**src/rtl/qdma_stm_defines.sv**
```systemverilog
// Shared definitions for the C2H stream generator: defaults, completion
// entry layout, FSM state encoding and beat-geometry helpers.
package qdma_stm_defines;

  localparam int C2H_BPB        = 64;
  localparam int C2H_DATA_WIDTH = C2H_BPB * 8;
  localparam int C2H_QID_BITS   = 11;
  localparam int C2H_LEN_BITS   = 16;
  localparam int C2H_CMP_WIDTH  = 128;

  localparam int CMP_LEN_LSB = 0;
  localparam int CMP_SEQ_LSB = 16;
  localparam int CMP_SEQ_W   = 16;
  localparam int CMP_QID_LSB = 32;

  typedef enum logic [1:0] {
    IDLE = 2'd0,
    PLD  = 2'd1,
    CMP  = 2'd2,
    DONE = 2'd3
  } c2h_gen_state_e;

  function automatic int c2h_bpb(input int data_width);
    return data_width / 8;
  endfunction

  function automatic int c2h_mty_w(input int data_width);
    return $clog2(data_width / 8);
  endfunction

endpackage

```
**src/rtl/qdma_stm_c2h_gen_if.sv**
```systemverilog
// C2H payload and completion stream bundle between the generator and QDMA.
interface qdma_stm_c2h_gen_if
  import qdma_stm_defines::*;
#(
  parameter int MAX_DATA_WIDTH = C2H_DATA_WIDTH,
  parameter int QID_BITS       = C2H_QID_BITS,
  parameter int LEN_BITS       = C2H_LEN_BITS,
  parameter int CMP_WIDTH      = C2H_CMP_WIDTH
);
  localparam int MTY_W = c2h_mty_w(MAX_DATA_WIDTH);

  logic [MAX_DATA_WIDTH-1:0] pld_tdata;
  logic [LEN_BITS-1:0]       pld_len;
  logic [QID_BITS-1:0]       pld_qid;
  logic                      pld_has_cmpt;
  logic [MTY_W-1:0]          pld_mty;
  logic                      pld_tlast;
  logic                      pld_tvalid;
  logic                      pld_tready;
  logic [CMP_WIDTH-1:0]      cmp_data;
  logic                      cmp_tlast;
  logic                      cmp_tvalid;
  logic                      cmp_tready;

  modport master (
    output pld_tdata, pld_len, pld_qid, pld_has_cmpt, pld_mty, pld_tlast, pld_tvalid,
    output cmp_data, cmp_tlast, cmp_tvalid,
    input  pld_tready, cmp_tready
  );

  modport slave (
    input  pld_tdata, pld_len, pld_qid, pld_has_cmpt, pld_mty, pld_tlast, pld_tvalid,
    input  cmp_data, cmp_tlast, cmp_tvalid,
    output pld_tready, cmp_tready
  );

endinterface

```
**src/rtl/qdma_stm_c2h_gen_pat.sv**
```systemverilog
// Combinational beat pattern and empty-byte generator: byte i of beat b is
// (pkt_seq + b*BPB + i) mod 256; mty is nonzero only on the last beat.
module qdma_stm_c2h_gen_pat
  import qdma_stm_defines::*;
#(
  parameter int MAX_DATA_WIDTH = C2H_DATA_WIDTH,
  parameter int LEN_BITS       = C2H_LEN_BITS
) (
  input  logic [15:0]                          pkt_seq,
  input  logic [LEN_BITS:0]                    beat_idx,
  input  logic [LEN_BITS-1:0]                  len,
  input  logic                                 is_last,
  output logic [MAX_DATA_WIDTH-1:0]            data,
  output logic [c2h_mty_w(MAX_DATA_WIDTH)-1:0] mty
);
  localparam int BPB   = c2h_bpb(MAX_DATA_WIDTH);
  localparam int MTY_W = c2h_mty_w(MAX_DATA_WIDTH);

  logic [7:0] base_s;

  assign base_s = 8'(pkt_seq) + 8'(beat_idx * BPB);

  // Incrementing byte ramp starting at this beat's base value
  always_comb begin
    data = '0;
    for (int i = 0; i < BPB; i++) begin
      data[i*8 +: 8] = base_s + 8'(i);
    end
  end

  // Empty bytes on the last beat equal (-len) mod BPB
  always_comb begin
    if (is_last) begin
      mty = MTY_W'(LEN_BITS'(0) - len);
    end else begin
      mty = '0;
    end
  end

endmodule

```
**src/rtl/qdma_stm_c2h_gen.sv**
```systemverilog
// C2H stream traffic generator: on a start command emits N fixed-length
// patterned packets, each followed by one completion entry.
module qdma_stm_c2h_gen
  import qdma_stm_defines::*;
#(
  parameter int MAX_DATA_WIDTH = C2H_DATA_WIDTH,
  parameter int QID_BITS       = C2H_QID_BITS,
  parameter int LEN_BITS       = C2H_LEN_BITS,
  parameter int CMP_WIDTH      = C2H_CMP_WIDTH,
  parameter int TCQ            = 0
) (
  input  logic                clk,
  input  logic                rst_n,
  input  logic                cfg_start,
  input  logic [QID_BITS-1:0] cfg_qid,
  input  logic [LEN_BITS-1:0] cfg_pkt_len,
  input  logic [15:0]         cfg_num_pkts,
  output logic                cfg_busy,
  output logic                cfg_done,
  output logic [15:0]         stat_pkt_cnt,
  qdma_stm_c2h_gen_if.master  out_axis
);
  localparam int BPB   = c2h_bpb(MAX_DATA_WIDTH);
  localparam int MTY_W = c2h_mty_w(MAX_DATA_WIDTH);

  // TCQ only shapes behavioural models; a negative value is meaningless
  if (TCQ < 0) begin : g_tcq_invalid
  end

  c2h_gen_state_e            state_r, state_s;
  logic [QID_BITS-1:0]       qid_r;
  logic [LEN_BITS-1:0]       len_r;
  logic [15:0]               pkts_left_r, pkt_seq_r, stat_cnt_r;
  logic [LEN_BITS:0]         beat_idx_r, beats_s;
  logic [MAX_DATA_WIDTH-1:0] pld_data_r, pat_data_s;
  logic [MTY_W-1:0]          pld_mty_r, pat_mty_s;
  logic                      pld_last_r, pld_valid_r;
  logic [CMP_WIDTH-1:0]      cmp_data_r, cmp_entry_s;
  logic                      cmp_valid_r, busy_r, done_r;
  logic                      run_ok_s, start_ok_s, is_last_s;
  logic                      pld_fire_s, pld_load_s, cmp_fire_s, cmp_load_s;

  assign run_ok_s   = (cfg_pkt_len != LEN_BITS'(0)) && (cfg_num_pkts != 16'd0);
  assign start_ok_s = (state_r == IDLE) && cfg_start && run_ok_s;
  // Extra top bit keeps the round-up from overflowing at maximum length
  assign beats_s    = ({1'b0, len_r} + (LEN_BITS+1)'(BPB - 1)) >> MTY_W;
  assign is_last_s  = ((beat_idx_r + (LEN_BITS+1)'(1)) == beats_s);
  assign pld_fire_s = pld_valid_r && out_axis.pld_tready;
  assign pld_load_s = (state_r == PLD) && (!pld_valid_r || (out_axis.pld_tready && !pld_last_r));
  assign cmp_fire_s = cmp_valid_r && out_axis.cmp_tready;
  assign cmp_load_s = (state_r == CMP) && !cmp_valid_r;

  qdma_stm_c2h_gen_pat #(
    .MAX_DATA_WIDTH (MAX_DATA_WIDTH),
    .LEN_BITS       (LEN_BITS)
  ) u_pat (
    .pkt_seq  (pkt_seq_r),
    .beat_idx (beat_idx_r),
    .len      (len_r),
    .is_last  (is_last_s),
    .data     (pat_data_s),
    .mty      (pat_mty_s)
  );

  // Completion entry layout: length, sequence, queue id, zero elsewhere
  always_comb begin
    cmp_entry_s = '0;
    cmp_entry_s[CMP_LEN_LSB +: LEN_BITS]  = len_r;
    cmp_entry_s[CMP_SEQ_LSB +: CMP_SEQ_W] = pkt_seq_r;
    cmp_entry_s[CMP_QID_LSB +: QID_BITS]  = qid_r;
  end

  // FSM state register
  always_ff @(posedge clk) begin
    if (!rst_n) begin
      state_r <= IDLE;
    end else begin
      state_r <= state_s;
    end
  end

  // FSM next-state
  always_comb begin
    state_s = state_r;
    case (state_r)
      IDLE: begin
        if (cfg_start) begin
          state_s = run_ok_s ? PLD : DONE;
        end else begin
          state_s = IDLE;
        end
      end
      PLD: begin
        if (pld_fire_s && pld_last_r) begin
          state_s = CMP;
        end else begin
          state_s = PLD;
        end
      end
      CMP: begin
        if (cmp_fire_s) begin
          state_s = (pkts_left_r == 16'd1) ? DONE : PLD;
        end else begin
          state_s = CMP;
        end
      end
      DONE:    state_s = IDLE;
      default: state_s = IDLE;
    endcase
  end

  // Run config, counters and registered stream outputs
  always_ff @(posedge clk) begin
    if (!rst_n) begin
      qid_r       <= '0;
      len_r       <= '0;
      pkts_left_r <= 16'd0;
      pkt_seq_r   <= 16'd0;
      stat_cnt_r  <= 16'd0;
      beat_idx_r  <= '0;
      pld_data_r  <= '0;
      pld_mty_r   <= '0;
      pld_last_r  <= 1'b0;
      pld_valid_r <= 1'b0;
      cmp_data_r  <= '0;
      cmp_valid_r <= 1'b0;
      busy_r      <= 1'b0;
      done_r      <= 1'b0;
    end else begin
      if (start_ok_s) begin
        qid_r       <= cfg_qid;
        len_r       <= cfg_pkt_len;
        pkts_left_r <= cfg_num_pkts;
        pkt_seq_r   <= 16'd0;
        stat_cnt_r  <= 16'd0;
        beat_idx_r  <= '0;
      end
      if (pld_load_s) begin
        pld_data_r  <= pat_data_s;
        pld_mty_r   <= pat_mty_s;
        pld_last_r  <= is_last_s;
        pld_valid_r <= 1'b1;
        beat_idx_r  <= beat_idx_r + (LEN_BITS+1)'(1);
      end else if (pld_fire_s) begin
        // Only the last beat fires without a reload behind it
        pld_valid_r <= 1'b0;
        pld_last_r  <= 1'b0;
        beat_idx_r  <= '0;
      end
      if (cmp_load_s) begin
        cmp_data_r  <= cmp_entry_s;
        cmp_valid_r <= 1'b1;
      end else if (cmp_fire_s) begin
        cmp_valid_r <= 1'b0;
        stat_cnt_r  <= stat_cnt_r + 16'd1;
        pkt_seq_r   <= pkt_seq_r + 16'd1;
        pkts_left_r <= pkts_left_r - 16'd1;
      end
      busy_r <= (state_s != IDLE);
      done_r <= (state_r == DONE);
    end
  end

  assign cfg_busy              = busy_r;
  assign cfg_done              = done_r;
  assign stat_pkt_cnt          = stat_cnt_r;
  assign out_axis.pld_tdata    = pld_data_r;
  assign out_axis.pld_len      = len_r;
  assign out_axis.pld_qid      = qid_r;
  assign out_axis.pld_has_cmpt = pld_valid_r;
  assign out_axis.pld_mty      = pld_mty_r;
  assign out_axis.pld_tlast    = pld_last_r;
  assign out_axis.pld_tvalid   = pld_valid_r;
  assign out_axis.cmp_data     = cmp_data_r;
  assign out_axis.cmp_tlast    = cmp_valid_r;
  assign out_axis.cmp_tvalid   = cmp_valid_r;

endmodule
```
**src/flat_wrapper.sv**
```systemverilog
// flat-port wrapper written by rule: the top's interface ports become plain ports
module qdma_stm_c2h_gen_flat import qdma_stm_defines::*;
#(
  parameter int MAX_DATA_WIDTH = C2H_DATA_WIDTH,
  parameter int QID_BITS       = C2H_QID_BITS,
  parameter int LEN_BITS       = C2H_LEN_BITS,
  parameter int CMP_WIDTH      = C2H_CMP_WIDTH,
  parameter int TCQ            = 0
)
  (clk, rst_n, cfg_start, cfg_qid, cfg_pkt_len, cfg_num_pkts, cfg_busy, cfg_done, stat_pkt_cnt, out_axis_pld_tdata, out_axis_pld_len, out_axis_pld_qid, out_axis_pld_has_cmpt, out_axis_pld_mty, out_axis_pld_tlast, out_axis_pld_tvalid, out_axis_cmp_data, out_axis_cmp_tlast, out_axis_cmp_tvalid, out_axis_pld_tready, out_axis_cmp_tready);
  qdma_stm_c2h_gen_if #(.MAX_DATA_WIDTH(MAX_DATA_WIDTH), .QID_BITS(QID_BITS), .LEN_BITS(LEN_BITS), .CMP_WIDTH(CMP_WIDTH)) out_axis_i ();
  input  logic clk;
  input  logic rst_n;
  input  logic cfg_start;
  input  logic [QID_BITS-1:0] cfg_qid;
  input  logic [LEN_BITS-1:0] cfg_pkt_len;
  input  logic [15:0] cfg_num_pkts;
  output logic cfg_busy;
  output logic cfg_done;
  output logic [15:0] stat_pkt_cnt;
  output wire logic [$bits(out_axis_i.pld_tdata)-1:0] out_axis_pld_tdata;
  output wire logic [$bits(out_axis_i.pld_len)-1:0] out_axis_pld_len;
  output wire logic [$bits(out_axis_i.pld_qid)-1:0] out_axis_pld_qid;
  output wire logic [$bits(out_axis_i.pld_has_cmpt)-1:0] out_axis_pld_has_cmpt;
  output wire logic [$bits(out_axis_i.pld_mty)-1:0] out_axis_pld_mty;
  output wire logic [$bits(out_axis_i.pld_tlast)-1:0] out_axis_pld_tlast;
  output wire logic [$bits(out_axis_i.pld_tvalid)-1:0] out_axis_pld_tvalid;
  output wire logic [$bits(out_axis_i.cmp_data)-1:0] out_axis_cmp_data;
  output wire logic [$bits(out_axis_i.cmp_tlast)-1:0] out_axis_cmp_tlast;
  output wire logic [$bits(out_axis_i.cmp_tvalid)-1:0] out_axis_cmp_tvalid;
  input wire logic [$bits(out_axis_i.pld_tready)-1:0] out_axis_pld_tready;
  input wire logic [$bits(out_axis_i.cmp_tready)-1:0] out_axis_cmp_tready;
  assign out_axis_pld_tdata = out_axis_i.pld_tdata;
  assign out_axis_pld_len = out_axis_i.pld_len;
  assign out_axis_pld_qid = out_axis_i.pld_qid;
  assign out_axis_pld_has_cmpt = out_axis_i.pld_has_cmpt;
  assign out_axis_pld_mty = out_axis_i.pld_mty;
  assign out_axis_pld_tlast = out_axis_i.pld_tlast;
  assign out_axis_pld_tvalid = out_axis_i.pld_tvalid;
  assign out_axis_cmp_data = out_axis_i.cmp_data;
  assign out_axis_cmp_tlast = out_axis_i.cmp_tlast;
  assign out_axis_cmp_tvalid = out_axis_i.cmp_tvalid;
  assign out_axis_i.pld_tready = out_axis_pld_tready;
  assign out_axis_i.cmp_tready = out_axis_cmp_tready;
  qdma_stm_c2h_gen #(.MAX_DATA_WIDTH(MAX_DATA_WIDTH), .QID_BITS(QID_BITS), .LEN_BITS(LEN_BITS), .CMP_WIDTH(CMP_WIDTH), .TCQ(TCQ)) u_core (.clk(clk), .rst_n(rst_n), .cfg_start(cfg_start), .cfg_qid(cfg_qid), .cfg_pkt_len(cfg_pkt_len), .cfg_num_pkts(cfg_num_pkts), .cfg_busy(cfg_busy), .cfg_done(cfg_done), .stat_pkt_cnt(stat_pkt_cnt), .out_axis(out_axis_i));
endmodule
```
**config.mk**
```make
export PLATFORM = sky130hd
export DESIGN_NAME = qdma_stm_c2h_gen_flat
export DESIGN_NICKNAME = d
export VERILOG_FILES = /design/src/rtl/qdma_stm_defines.sv /design/src/rtl/qdma_stm_c2h_gen_if.sv /design/src/rtl/qdma_stm_c2h_gen_pat.sv /design/src/rtl/qdma_stm_c2h_gen.sv /design/src/flat_wrapper.sv
export SDC_FILE = /design/constraint.sdc
export NUM_CORES = 1
export LEC_CHECK = 0
export ABC_AREA = 1
export CORE_AREA = 2 2 289 291
export CTS_CLUSTER_DIAMETER = 60
export DETAILED_ROUTE_END_ITERATION = 8
export DIE_AREA = 0 0 291 293
export PLACE_DENSITY = 0.47
export SYNTH_ARGS = -nofsm -noshare
export SYNTH_HDL_FRONTEND = slang
export SYNTH_SLANG_ARGS = --single-unit
```
**constraint.sdc**
```tcl
create_clock -name clk -period 6.49 [get_ports clk]
set_input_delay 0.9735 -clock clk [delete_from_list [all_inputs] [get_ports clk]]
set_output_delay 0.9735 -clock clk [all_outputs]
set_load 0.01 [all_outputs]
```
==> qor.yml, run 1 <==
timing:
  setup_tns_ns: 0
  rsz0062_at_grt: "no"
  timing.hold.ws_ns: 0.4609
  finalSetupViolCount: 0
  slew_headroom_pct: 26.23
  clock_skew_ns: 0.02773
  worstMarginPinSlew_ns: 1.095
  slew_violations: 0
  finalCritPeriodShare_pct: 54.59
  fin_crit_ns: 3.543
  clock.fmax_ghz: 0.2823
  hold_viol: 0
clock_network:
  cts_tree: "done"
  numCtsBuffers: 51
  clk_latency_ns: 0.60
  holdBufCountCts: 0
  clkTransAtPathRegs_ns: 0.06
  clk_path_buf_depth: 3
  cts_setup_buffers: 0
  cts.repair.resized: 0
  cts_sinks: 402
  h-tree-depth: 2
  cts_root_buffer: "clkbuf_16"
global_route:
  grt_pass1_wl_microns: 132400
  grt_use_total_pct: 20.69
  antenna_found_initial: 0
  overflow: 0
  grt_max_degree: 192
  first_global_vias: 18241
outcome:
  status: "complete, no violations"
logic_synthesis:
  syn_inst: 2895
  yosysWarnings: 0
  synth_area_sq_um: 21230
  ys_seq_area_share_pct: 37.90
  synth_edf_count: 0
  ys_ff_latch: 402
  postSynth.asyncResetShare_pct: 0
  avgSynthCellArea_sq_um: 7.334
  synth_cell_types: 48
  dominantRegCellSynth: "dfxtp_1"
routing:
  drtIter0Drc: 1475
  routed_wl_microns: 93380
  viasPerCell: 4.657
  via_count: 20057
  ant_nets: 0
  drt_first_pass_iters: 5
  wl_per_cell_microns: 21.68
  route.detailed.drc: 0
power_and_ir_drop:
  p_leak_nw: 10.80
  power_density_nw_per_um2: 245.5
  irDropWorstVdd_mv: 0.1912
floorplanning:
  ios: 744
  die_y_microns: 293
  fp-row-count: 105
  initial_utilization_pct: 25.94
  dieArea_sq_um: 85260
  coreArea_sq_um: 81850
  die_w_microns: 291
layout:
  drive_above_1_share_pct: 4.387
  stdcell_count: 4307
  multi_input_area_sq_um: 9468
  fillers: 8649
  antenna_cells: 0
  fin_nets: 3278
  syn_to_final_growth_pct: 32.57
  layout_commonest_cell: "clkdlybuf4s50_1"
  design_area_sq_um: 28150
  final_cell_mix: "clkdlybuf4s50_1, nand2_1, dfxtp_1, a21oi_1, o21ai_0"
  ff_latch_area_sq_um: 8049
critical_path:
  startpoint_type: "flip-flop"
  crit_top_cell: "nor3_1"
  worstPathArrival_ns: 3.99
  cp.required_ns: 6.93
  crit_chain: "ha_1 -> inv_1 -> nor3_1 -> nand2_1 -> nor4_1 -> nand3_1 -> o21ai_0 -> nor3_1"
  slowest_stage: "nor3_1"
  worstPathMaxFanout: 16
  end_kind: "flip-flop"
  critPathKind: "reg -> reg"
  slowest_delay_ns: 0.72
placed_design:
  dpl.hpwl_microns: 68820
  globalplace.congestion: 0.8290
  dpl.cell_count: 4216
  io_buffers: 658
  placed_area_sq_um: 26440
run:
  drv_cap: 0
min_path:
  hold_path_class: "reg -> reg"
per-layer routing:
layer	wire length [microns]	vias to the layer above	GRT usage, %	part of all wire, %
li1	-	9746	-	-
met1	40480	9547	26.58	43
met2	44140	664	34.52	47
met3	5738	100	4.312	6.1
met4	3024	0	6.786	3.2
met5	0	-	0	0
cells by family after synthesis:
kind of cell | synth area share [%]
fa+ha+maj | 1.827
other cells | 0.01766
flops | 37.90
compound gates | 19.11
xor+xnor | 4.656
simple gates | 17.39
buf+inv | 19.09
area by class of cell:
class                      count  share of cell area (%)
timing repair buffer         685                   24.17
clock inverter                18                  0.9291
multi-input combinational   1855                   33.64
sequential                   402                   28.60
inverter                     204                   2.765
clock buffer                  73                   5.148
tap                         1070                   4.756
through the flow:
step           setup WS (ns)  util [%]  power [W]
2_1_floorplan          4.183         -   0.003467
3_3_place_gp           2.518     32.30   0.004026
3_5_place_dp           2.500     32.30   0.004026
4_1_cts                2.911     34.39   0.007010
5_1_grt                2.713     34.39   0.007179
6_report               2.947     34.39   0.006910
power breakdown:
group          leakage, nW  switching, W  total [W]  internal, W
Clock                0.840       0.00117    0.00295      0.00179
Combinational         6.68      0.000656    0.00120     0.000543
Sequential            3.29      0.000149    0.00276      0.00261
critical path, delay by kind of cell, from the launching register on:
family,cells,cell delay [ns]
buf+inv,1,0.56
fa+ha+maj,1,0.66
simple gates,5,1.38
flops,1,0.68
compound gates,1,0.12
cell usage after synthesis (29+ instances only):
cell	n	area (sq um)
a21oi_1	335	1677
o221ai_1	32	280.3
xor2_1	95	832.1
buf_4	347	2605
nand2_1	466	1749
ha_1	31	387.9
nor2_1	222	833.3
a211oi_1	29	217.7
clkbuf_1	120	450.4
buf_2	33	165.2
inv_1	198	743.2
nor3_1	31	155.2
dfxtp_1	402	8048
o21ai_0	278	1391
nand3_1	117	585.6
flip-flops by register name, indices dropped and copies added, names as in the netlist, 2 cells and up:
| signal | cells |
|---|---|
| u_core.state_r | 2 |
| u_core.out_axis.cmp_data | 43 |
| u_core.out_axis.pld_qid | 11 |
| u_core.out_axis.pld_len | 16 |
| u_core.pkts_left_r | 16 |
| u_core.beat_idx_r | 17 |
| u_core.stat_pkt_cnt | 16 |
| u_core.out_axis.pld_mty | 6 |
| u_core.pkt_seq_r | 16 |
| u_core.out_axis.pld_tdata | 254 |
path summary, 6_finish.rpt:
check	slack [ns]	cells past startpoint	from	to
setup / recovery	2.95	8	u_core.pkt_seq_r[1]$_SDFF_PN0_	u_core.pkt_seq_r[14]$_SDFF_PN0_
hold / removal	0.46	2	u_core.out_axis.cmp_data[23]$_SDFFE_PN0P_	u_core.out_axis.cmp_data[23]$_SDFFE_PN0P_
hold reg to reg	0.46	2	u_core.out_axis.cmp_data[23]$_SDFFE_PN0P_	u_core.out_axis.cmp_data[23]$_SDFFE_PN0P_
setup reg to reg	2.95	8	u_core.pkt_seq_r[1]$_SDFF_PN0_	u_core.pkt_seq_r[14]$_SDFF_PN0_
Note: power is estimated with default switching activity, not from simulation.
==> run 2: changes to the inputs <==
CORE_AREA = 2 2 292 294   (was 2 2 289 291)
DIE_AREA = 0 0 294 296   (was 0 0 291 293)
PLACE_DENSITY = 0.46   (was 0.47)
clock period = 3.5 ns   (was 6.49 ns; I/O delays follow)
==> qor.yml, run 2 (same netlist as run 1, synthesis figures left out) <==
power_and_ir_drop:
  p_sw_share_pct: 28.36  # -0.14 points
  p_int_w: 0.009486  # +92%
  seqPwrFrac_pct: 38.6  # -1.3 points
  pwr-share-comb_pct: 17.1  # -0.3 points
  pwr-share-clk_pct: 44.3  # +1.6 points
  p_sw_w: 0.003755  # +91%
  power_density_nw_per_um2: 463.4  # +89%
  irDropWorstVdd_mv: 0.3126  # +63%
  p_leak_nw: 11.03  # +2.1%
outcome:
  status: "complete, no violations"
timing:
  clock_skew_ns: 0.03059  # +0.002865 ns
  setup_tns_ns: 0  # unchanged
  finalSetupViolCount: 0  # unchanged
  timing.hold.ws_ns: 0.3467  # -0.1142 ns
  worstMarginPinSlew_ns: 0.9997  # -0.09521 ns
  hold_viol: 0  # unchanged
  fin_crit_ns: 2.806  # -0.7366 ns
  clock.fmax_ghz: 0.3564  # +26%
  finalCritPeriodShare_pct: 80.17  # +26 points
  slew_headroom_pct: 33.26  # +7.0 points
  rsz0062_at_grt: "no"
  slew_violations: 0  # unchanged
layout:
  largest_register_ffs: 254  # unchanged
  fillers: 8907  # +3.0%
  drive_above_1_share_pct: 5.299  # +0.91 points
  antenna_cells: 0  # unchanged
  layout_commonest_cell: "clkdlybuf4s50_1"
  design_area_sq_um: 28570  # +1.5%
  final_cell_mix: "clkdlybuf4s50_1, nand2_1, dfxtp_1, a21oi_1, o21ai_0"
  syn_to_final_growth_pct: 34.58
  fin_nets: 3305  # +0.82%
routing:
  drtIter0Drc: 1448  # -1.8%
  viasPerCell: 4.602  # -1.2%
  route.detailed.drc: 0  # unchanged
  ant_nets: 0  # unchanged
  routed_wl_microns: 93550  # +0.19%
  wl_per_cell_microns: 21.48  # -0.92%
  via_count: 20040  # -0.085%
  drt_first_pass_iters: 5  # unchanged
global_route:
  grt_max_degree: 166  # -14%
  antenna_found_initial: 1  # +1
  grt_pass1_wl_microns: 130700  # -1.3%
  first_global_vias: 18131  # -0.60%
  overflow: 0  # unchanged
  grt_use_total_pct: 20.27  # -0.42 points
min_path:
  hold_path_class: "in -> reg"
  hold_path_end: "u_core.out_axis.pld_tdata[303]$_SDFFE_PN0P_"
  hold_depth: 3  # +1
  hp-start: "rst_n"
placed_design:
  placed_area_sq_um: 26720  # +1.1%
  globalplace.congestion: 0.8219  # -0.86%
  dpl.hpwl_microns: 69880  # +1.5%
  io_buffers: 658  # unchanged
clock_network:
  holdBufCountCts: 0  # unchanged
  clkTransAtPathRegs_ns: 0.06  # about the same
  cts_sinks: 402  # unchanged
  numCtsBuffers: 54  # +5.9%
  cts_tree: "done"
  cts_root_buffer: "clkbuf_16"
  h-tree-depth: 2  # unchanged
  clk_path_buf_depth: 3  # unchanged
  clk_latency_ns: 0.61  # about the same
  cts_setup_buffers: 0  # unchanged
  cts.repair.resized: 0  # unchanged
critical_path:
  r2r-start: "u_core.pkt_seq_r[4]$_SDFF_PN0_"
  cp.required_ns: 3.97  # -2.96 ns
  end_kind: "flip-flop"
  reg2regPathDepth: 8  # unchanged
  critPathKind: "reg -> reg"
  worstPathArrival_ns: 3.27  # -0.72 ns
  regToRegEndpoint: "u_core.pkt_seq_r[14]$_SDFF_PN0_"
  r2r_slack_ns: 0.69  # -2.25 ns
  worstPathMaxFanout: 8  # -8
  startpoint_type: "flip-flop"
floorplanning:
  die_y_microns: 296  # +1.0%
  coreArea_sq_um: 84210  # +2.9%
  dieArea_sq_um: 87020  # +2.1%
  initial_utilization_pct: 25.21  # -0.73 points
  die_w_microns: 294  # +1.0%
  ios: 744  # unchanged
  fp-row-count: 107  # +1.9%
run:
  drv_cap: 0  # unchanged
## run 2: cell count changes in the layout (fill, tap and decap cells not counted)
cell	previous run	this run
buf_4	26	44
buf_12	1	7
clkbuf_16	51	55
clkbuf_1	13	10
clkbuf_8	9	11
bufinv_16	6	7
## run 2: worst max-delay path by stage
stage                                                      from  cells after the start  slack (ns)                                     endpoint
floorplan                        u_core.pkt_seq_r[2]$_SDFF_PN0_                     11        1.25  u_core.out_axis.pld_tdata[493]$_SDFFE_PN0P_
global placement                            out_axis_pld_tready                      9        0.66   u_core.out_axis.pld_tdata[15]$_SDFFE_PN0P_
detailed placement                          out_axis_pld_tready                      9        0.63   u_core.out_axis.pld_tdata[15]$_SDFFE_PN0P_
CTS                 u_core.out_axis.pld_tdata[496]$_SDFFE_PN0P_                      1        0.60                      out_axis_pld_tdata[192]
global route        u_core.out_axis.pld_tdata[496]$_SDFFE_PN0P_                      1        0.51                       out_axis_pld_tdata[64]
finish                           u_core.pkt_seq_r[4]$_SDFF_PN0_                      8        0.69              u_core.pkt_seq_r[14]$_SDFF_PN0_
## run 2: layout make-up
| cell class | count | area (sq um) | share of cell area (%) |
|---|---|---|---|
| clock buffers | 76 | 1565 | 5.478 |
| clock inverters | 19 | 291.5 | 1.020 |
| inverters | 204 | 778.2 | 2.724 |
| multi-input cells | 1855 | 9468 | 33.13 |
| flip-flops and latches | 402 | 8049 | 28.17 |
| well taps | 1090 | 1364 | 4.773 |
| repair buffers | 709 | 7058 | 24.70 |
## run 2: power groups by stage
stage | Clock [W] | Combinational (W) | Sequential (W)
finish | 0.00587 | 0.00226 | 0.00511
global route | 0.00622 | 0.00245 | 0.00514
CTS | 0.00602 | 0.00229 | 0.00512
detailed placement | 0 | 0.00228 | 0.00521
global placement | 0 | 0.00229 | 0.00521
floorplan | 0 | 0.00121 | 0.00522
## run 2: critical path: stages (launching register included)
cell	delay, ns
dfxtp_1	0.61
ha_1	0.46
nand2_1	0.22
nor3_1	0.56
nand2_1	0.25
nor4_1	0.29
nand3_1	0.10
o21ai_0	0.09
nor3_1	0.07
## run 2: metrics by stage
step / setup WS (ns) / cells / util (%) / power (W)
detailed placement: 0.6254 / 4260 / 31.73 / 0.007495
global route: 0.5058 / 4355 / 33.93 / 0.01381
finish: 0.6939 / 4355 / 33.93 / 0.01324
CTS: 0.5987 / 4355 / 33.93 / 0.01343
global placement: 0.6622 / 4260 / 31.73 / 0.007502
floorplan: 1.248 / 2979 / - / 0.006429
## run 2: routing by layer
layer  up-vias  GRT usage [%]  routed length [microns]
met5         -              0                        0
met3       123          4.961                     6480
met1      9410          25.57                    39600
li1       9812              -                        -
met2       695          33.50                    44140
met4         0          7.292                     3329
